$ cat src/rtl/fsk_pkg.sv
// Definitions shared by the FSK modulator and demodulator: FSM state encoding,
// the default tone/symbol timing both ends must agree on, and a tolerance-band helper.
package fsk_pkg;

    typedef enum logic [1:0] {
        ST_IDLE    = 2'd0,
        ST_ACQUIRE = 2'd1,
        ST_TRACK   = 2'd2
    } fsk_state_e;

    localparam int unsigned FSK_HALF_H  = 32'd4;
    localparam int unsigned FSK_HALF_L  = 32'd8;
    localparam int unsigned FSK_TOL     = 32'd1;
    localparam int unsigned FSK_SYM_LEN = 32'd32;

    // True when |val - centre| <= tol; evaluated one bit wider so nothing wraps.
    function automatic logic in_band(
        input logic [15:0] val,
        input logic [15:0] centre,
        input logic [15:0] tol
    );
        logic [16:0] val_w;
        logic [16:0] centre_w;
        logic [16:0] tol_w;
        val_w    = {1'b0, val};
        centre_w = {1'b0, centre};
        tol_w    = {1'b0, tol};
        in_band  = ((val_w + tol_w) >= centre_w) && (val_w <= (centre_w + tol_w));
    endfunction

endpackage

$ cat src/rtl/fsk_edge_timer.sv
// Synchronises a square wave, detects edges of either polarity and classifies the
// interval between consecutive edges as a high-tone or low-tone half-period.
module fsk_edge_timer
    import fsk_pkg::*;
#(
    parameter int unsigned HALF_H = FSK_HALF_H,
    parameter int unsigned HALF_L = FSK_HALF_L,
    parameter int unsigned TOL    = FSK_TOL,
    parameter int unsigned CW     = $clog2(HALF_L + TOL + 2)
) (
    input  logic clk,
    input  logic rst,
    input  logic wave_in,
    output logic edge_det,
    output logic vote_h,
    output logic vote_l,
    output logic timeout
);

    localparam logic [CW-1:0] CNT_SAT = CW'(HALF_L + TOL + 1);
    localparam logic [CW-1:0] CNT_ONE = CW'(32'd1);

    logic          sync1_q, sync1_d;
    logic          sync2_q, sync2_d;
    logic          prev_q, prev_d;
    logic [CW-1:0] cnt_q, cnt_d;
    logic [15:0]   cnt_ext_s;

    // Edge detect, classification of the interval ending on this edge, and counter update.
    always_comb begin
        sync1_d   = wave_in;
        sync2_d   = sync1_q;
        prev_d    = sync2_q;
        edge_det  = sync2_q ^ prev_q;
        timeout   = (cnt_q == CNT_SAT);
        cnt_ext_s = 16'(cnt_q);
        vote_h    = edge_det && in_band(cnt_ext_s, 16'(HALF_H), 16'(TOL));
        vote_l    = edge_det && in_band(cnt_ext_s, 16'(HALF_L), 16'(TOL));
        if (edge_det) begin
            cnt_d = CNT_ONE;
        end else if (timeout) begin
            cnt_d = cnt_q;
        end else begin
            cnt_d = cnt_q + CNT_ONE;
        end
    end

    // Synchroniser, edge register and interval counter state.
    always_ff @(posedge clk or negedge rst) begin
        if (!rst) begin
            sync1_q <= 1'b0;
            sync2_q <= 1'b0;
            prev_q  <= 1'b0;
            cnt_q   <= {CW{1'b0}};
        end else begin
            sync1_q <= sync1_d;
            sync2_q <= sync2_d;
            prev_q  <= prev_d;
            cnt_q   <= cnt_d;
        end
    end

endmodule

$ cat src/rtl/fsk_demodulate.sv
// Two-tone FSK receiver: majority-votes edge-interval classifications over each
// symbol window and emits one decided bit per symbol with an undecidable flag.
module fsk_demodulate
    import fsk_pkg::*;
#(
    parameter int unsigned HALF_H  = FSK_HALF_H,
    parameter int unsigned HALF_L  = FSK_HALF_L,
    parameter int unsigned TOL     = FSK_TOL,
    parameter int unsigned SYM_LEN = FSK_SYM_LEN,
    parameter int unsigned CW      = $clog2(HALF_L + TOL + 2)
) (
    input  logic clk,
    input  logic rst,
    input  logic wave_in,
    input  logic sig_valid,
    output logic bit_out,
    output logic bit_valid,
    output logic bit_err,
    output logic carrier_ok
);

    localparam int unsigned   SW       = $clog2(SYM_LEN);
    localparam int unsigned   VW       = $clog2(SYM_LEN) + 1;
    localparam logic [SW-1:0] SYM_LAST = SW'(SYM_LEN - 1);
    localparam logic [SW-1:0] SYM_ONE  = SW'(32'd1);

    fsk_state_e    state_q, state_d;
    logic [SW-1:0] sym_q, sym_d;
    logic [VW-1:0] hv_q, hv_d, lv_q, lv_d;
    logic [VW-1:0] hv_sum_s, lv_sum_s;
    logic          bit_out_q, bit_out_d;
    logic          bit_valid_q, bit_valid_d;
    logic          bit_err_q, bit_err_d;
    logic          carrier_q, carrier_d;
    logic          edge_s, vote_h_s, vote_l_s, timeout_s;

    fsk_edge_timer #(
        .HALF_H (HALF_H),
        .HALF_L (HALF_L),
        .TOL    (TOL),
        .CW     (CW)
    ) u_edge_timer (
        .clk      (clk),
        .rst      (rst),
        .wave_in  (wave_in),
        .edge_det (edge_s),
        .vote_h   (vote_h_s),
        .vote_l   (vote_l_s),
        .timeout  (timeout_s)
    );

    // Next-state logic; tallies include a vote landing on the decision cycle itself.
    always_comb begin
        state_d     = state_q;
        sym_d       = sym_q;
        hv_d        = hv_q;
        lv_d        = lv_q;
        bit_out_d   = bit_out_q;
        bit_valid_d = 1'b0;
        bit_err_d   = bit_err_q;
        carrier_d   = carrier_q;
        hv_sum_s    = hv_q + {{(VW-1){1'b0}}, vote_h_s};
        lv_sum_s    = lv_q + {{(VW-1){1'b0}}, vote_l_s};
        case (state_q)
            ST_IDLE: begin
                carrier_d = 1'b0;
                if (sig_valid) begin
                    state_d = ST_ACQUIRE;
                    sym_d   = {SW{1'b0}};
                    hv_d    = {VW{1'b0}};
                    lv_d    = {VW{1'b0}};
                end else begin
                    state_d = ST_IDLE;
                end
            end
            ST_ACQUIRE: begin
                if (timeout_s) begin
                    carrier_d = 1'b0;
                end else begin
                    carrier_d = carrier_q;
                end
                if (!sig_valid) begin
                    state_d = ST_IDLE;
                end else if (edge_s) begin
                    state_d = ST_TRACK;
                    sym_d   = {SW{1'b0}};
                end else begin
                    state_d = ST_ACQUIRE;
                end
            end
            ST_TRACK: begin
                if (timeout_s) begin
                    carrier_d = 1'b0;
                end else if (vote_h_s || vote_l_s) begin
                    carrier_d = 1'b1;
                end else begin
                    carrier_d = carrier_q;
                end
                if (!sig_valid) begin
                    state_d = ST_IDLE;
                end else if (sym_q == SYM_LAST) begin
                    bit_valid_d = 1'b1;
                    sym_d       = {SW{1'b0}};
                    hv_d        = {VW{1'b0}};
                    lv_d        = {VW{1'b0}};
                    if (hv_sum_s > lv_sum_s) begin
                        bit_out_d = 1'b1;
                        bit_err_d = 1'b0;
                    end else if (lv_sum_s > hv_sum_s) begin
                        bit_out_d = 1'b0;
                        bit_err_d = 1'b0;
                    end else begin
                        bit_out_d = bit_out_q;
                        bit_err_d = 1'b1;
                    end
                end else begin
                    state_d = ST_TRACK;
                    sym_d   = sym_q + SYM_ONE;
                    hv_d    = hv_sum_s;
                    lv_d    = lv_sum_s;
                end
            end
            default: begin
                state_d   = ST_IDLE;
                carrier_d = 1'b0;
            end
        endcase
    end

    // Control FSM state and registered outputs.
    always_ff @(posedge clk or negedge rst) begin
        if (!rst) begin
            state_q     <= ST_IDLE;
            sym_q       <= {SW{1'b0}};
            hv_q        <= {VW{1'b0}};
            lv_q        <= {VW{1'b0}};
            bit_out_q   <= 1'b0;
            bit_valid_q <= 1'b0;
            bit_err_q   <= 1'b0;
            carrier_q   <= 1'b0;
        end else begin
            state_q     <= state_d;
            sym_q       <= sym_d;
            hv_q        <= hv_d;
            lv_q        <= lv_d;
            bit_out_q   <= bit_out_d;
            bit_valid_q <= bit_valid_d;
            bit_err_q   <= bit_err_d;
            carrier_q   <= carrier_d;
        end
    end

    assign bit_out    = bit_out_q;
    assign bit_valid  = bit_valid_q;
    assign bit_err    = bit_err_q;
    assign carrier_ok = carrier_q;

endmodule

$ cat config.mk
export PLATFORM = sky130hd
export DESIGN_NAME = fsk_demodulate
export DESIGN_NICKNAME = d
export VERILOG_FILES = /design/src/rtl/fsk_pkg.sv /design/src/rtl/fsk_edge_timer.sv /design/src/rtl/fsk_demodulate.sv
export SDC_FILE = /design/constraint.sdc
export NUM_CORES = 1
export LEC_CHECK = 0
export ABC_AREA = 1
export CAP_MARGIN = 5
export CORE_MARGIN = 2
export CORE_UTILIZATION = 35
export CTS_CLUSTER_DIAMETER = 40
export DETAILED_ROUTE_END_ITERATION = 12
export PLACE_DENSITY = 0.53
export SYNTH_ARGS = -nofsm -noshare
export SYNTH_HDL_FRONTEND = slang
export SYNTH_HIERARCHICAL = 1
export SYNTH_SLANG_ARGS = --single-unit
export TNS_END_PERCENT = 30
$ cat constraint.sdc
create_clock -name clk -period 5.65 [get_ports clk]
set_input_delay 1.13 -clock clk [delete_from_list [all_inputs] [get_ports clk]]
set_output_delay 1.13 -clock clk [all_outputs]
set_load 0.005 [all_outputs]
==> summary.md <==
| Metric | Value |
|---|---|
| FF-to-FF Start | `u_edge_timer/cnt_q[1]` |
| Fin area | `1980 sq um` |
| RSZ-0062 raised after global routing | `false` |
| Async SR Flop Fraction | `100%` |
| Period minus WS final | `2.85 ns` |
| WL final | `3.09 mm` |
| Most common cell in the netlist | `nand2_1` |
| Final net count | `246` |
| Syn_area_per_cell | `8.14 sq um` |
| H-tree levels | `2` |
| Status | `finished, final reports clean` |
| Depth of the most critical reg-to-reg path | `18` |
| Reg-to-Reg End | `bit_err` |
| I/O pins | `8` |
| Vias in the first global route | `1266` |
| Pwr per Cell Area | `268 nW/um^2` |
| Sequential share of the synthesized area | `43.7%` |
| Post-detail-place hpwl | `2.33 mm` |
| Skew final | `0.00922 ns` |
| Ant diodes | `0` |
| Die area | `5480 sq um` |
| Flop2flop setup slack | `2.80 ns` |
| Arr. time, crit path | `3.05 ns` |
| Worst-path clk slew | `0.07 ns` |
| Hold_sp | `u_edge_timer/sync1_q` |
| Core ar. | `4720 sq um` |
| Die H | `74.1 um` |
| Post-CTS sizing | `0` |
| Count of final setup violators | `0` |
| Drt wl/cell | `10.6 um` |
| Worst Path Max Fanout | `4` |
| Fmax | `0.351 GHz` |
| Synth area leader | `dfrtp_1` |
| CTS Hold Bufs | `0` |
| Mapped Area | `1720 sq um` |
| Placed cell area | `1870 sq um` |
| CTS tree | `yes` |
| Area contributors post-synth | `dfrtp_1 44%, nand2_1 13%, ha_1 12%` |
| Clock Tree Buf Depth | `2` |
| Startpoint types | `register` |
| Pwr Total | `0.000532 W` |
| DR vias/cell | `4.39` |
| Layout area overhead | `15.3%` |
| Gr usage total | `13.8%` |
| Starting density of the core | `36.4%` |
| Top FF cell, synth | `dfrtp_1` |
| Site row count | `25` |
| Routed Antenna Nets | `0` |
| Setup TNS Final | `0 ns` |
| Layout cells sized above 1 | `8.41%` |
| WHS Endpoint | `u_edge_timer/prev_d` |
| Req. time, crit path | `5.86 ns` |
| First-pass GRT wire length | `5.66 mm` |
| Max transition margin | `74.8%` |
| GRT Residual Overflow | `0` |
| Clock sink count | `30` |
| Post-Place Setup Slack | `2.82 ns` |
| Largest net degree at the start of global routing | `31` |
| Initial antenna violation count | `0` |
| Routability Congestion | `0.735` |
| Setup CP Type | `register to register` |
| Postcts setup bufs | `0` |
| Worst-skew pair later-pin latency | `0.28 ns` |
| Final hold vios | `0` |
| Share of the synthesized area in the top cell type | `43.7%` |
| Post-synth EDFFs | `0` |
| Initial DRC count | `60` |
| Fin. max-slew vios | `0` |
| Mapped Cells | `211` |
| Die X | `74.1 um` |
| Min-Delay Path Class | `register to register` |
| Total CTS buffers | `5` |
| Leakage power | `1.04 nW` |
| Mapped Nets | `232` |
| Vias | `1287` |
| Synth cell types | `26` |
| Warnings from Yosys | `6` |
| DRC viols | `0` |
| Max_cap viols | `0` |
| Hold Path Stages | `0` |
| Yosys reg bits | `30` |
| Actual slew at the worst max-slew pin | `0.378 ns` |
| Root buffer cell | `clkbuf_8` |
| Tcrit/Tclk final | `50.4%` |
| Buffers on Ports | `7` |
| Setup crit end kind | `register` |
| Setup WS post-layout | `2.80 ns` |
| Maximum vdd ir drop | `0.173 mV` |
| Post-synth top cells | `59 x nand2_1, 30 x dfrtp_1, 25 x inv_1` |
| TritonRoute pass-1 iters | `4` |
| Fillers | `494` |
[kinds of logic (layout without fill, tap and decap cells)]
kind of cell | Yosys count | count (layout) | synth area share [%]
buffers and inverters | 29 | 44 | 6.56
AO/OA/AOI/OAI | 20 | 20 | 6.99
AND/OR/NAND/NOR | 108 | 108 | 26.8
flip-flops | 30 | 30 | 43.7
XOR/XNOR | 7 | 7 | 3.57
adder cells (fa/ha/maj) | 17 | 17 | 12.4
[where the power goes]
part | internal (W) | switching (W) | total [W] | leakage (nW)
Clock | 0.000130 | 0.0000828 | 0.000212 | 0.0579
Combinational | 0.0000288 | 0.0000474 | 0.0000762 | 0.577
Sequential | 0.000228 | 0.0000146 | 0.000243 | 0.403
Total | 0.000387 | 0.000145 | 0.000532 | 1.04
[cell usage in the layout (no fill, tap or decap), types with 3 or more instances in the layout]
cell              n
xor2_1            5
inv_1            25
inv_2             3
ha_1             17
dfrtp_1          30
o21ai_0          10
clkbuf_8          5
nand3_1          15
nand2_1          59
nor2_1           24
clkdlybuf4s50_1   7
[through the flow]
stage | cells | util (%) | hold WS [ns]
2_1_floorplan | 211 | - | 0.331
3_3_place_gp | 285 | 39.6 | 0.332
3_5_place_dp | 285 | 39.6 | 0.336
4_1_cts | 293 | 41.9 | 0.351
5_1_grt | 293 | 41.9 | 0.374
6_report | 293 | 41.9 | 0.348
[sequential cells by signal (all words and copies together), names as in the netlist, 2 cells and up]
name,count
u_edge_timer/cnt_q,4
hv_q,6
sym_q,5
state_q,2
lv_q,6
[worst max-delay path by stage]
| stage | start | cells after the start | to | slack [ns] |
|---|---|---|---|---|
| floorplan | u_edge_timer/cnt_q[1] | 18 | bit_err | 3.19 |
| global placement | u_edge_timer/cnt_q[1] | 18 | bit_err | 2.85 |
| detailed placement | u_edge_timer/cnt_q[1] | 18 | bit_err | 2.82 |
| CTS | u_edge_timer/cnt_q[1] | 18 | bit_err | 2.78 |
| global route | u_edge_timer/cnt_q[1] | 18 | bit_err | 2.42 |
| finish | u_edge_timer/cnt_q[1] | 18 | bit_err | 2.80 |
[layer usage]
metal  up-vias  track usage (%)  part of all wire [%]
met5         -                0                     0
met4         0             5.45                   2.0
met3         6             4.07                   3.8
met2        15             21.3                    43
met1       570             18.2                    52
li1        696                -                     -
[worst max-delay path: stages (launching register included)]
cell and delay (ns):
dfrtp_1 0.42, inv_1 0.15, ha_1 0.17, nor2_1 0.06
o21bai_1 0.11, nand2_1 0.06, nor2_1 0.19, ha_1 0.27
ha_1 0.22, nand3_1 0.10, xor2_1 0.18, inv_1 0.07
ha_1 0.27, nand2_1 0.05, nor2_1 0.14, nand2_1 0.07
nand2_1 0.07, o21ai_0 0.08, nor2_1 0.11
[layout make-up]
class                           instances  area (sq um)  area share (%)
Clock inverter                          3          40.0            2.02
Multi-Input combinational cell        152           855            43.1
Timing Repair Buffer                    8          77.6            3.92
Tap cell                               67          83.8            4.23
Inverter                               28           105            5.31
Clock buffer                            5          68.8            3.47
Sequential cell                        30           751            37.9
(Power assumes the default switching activity.)
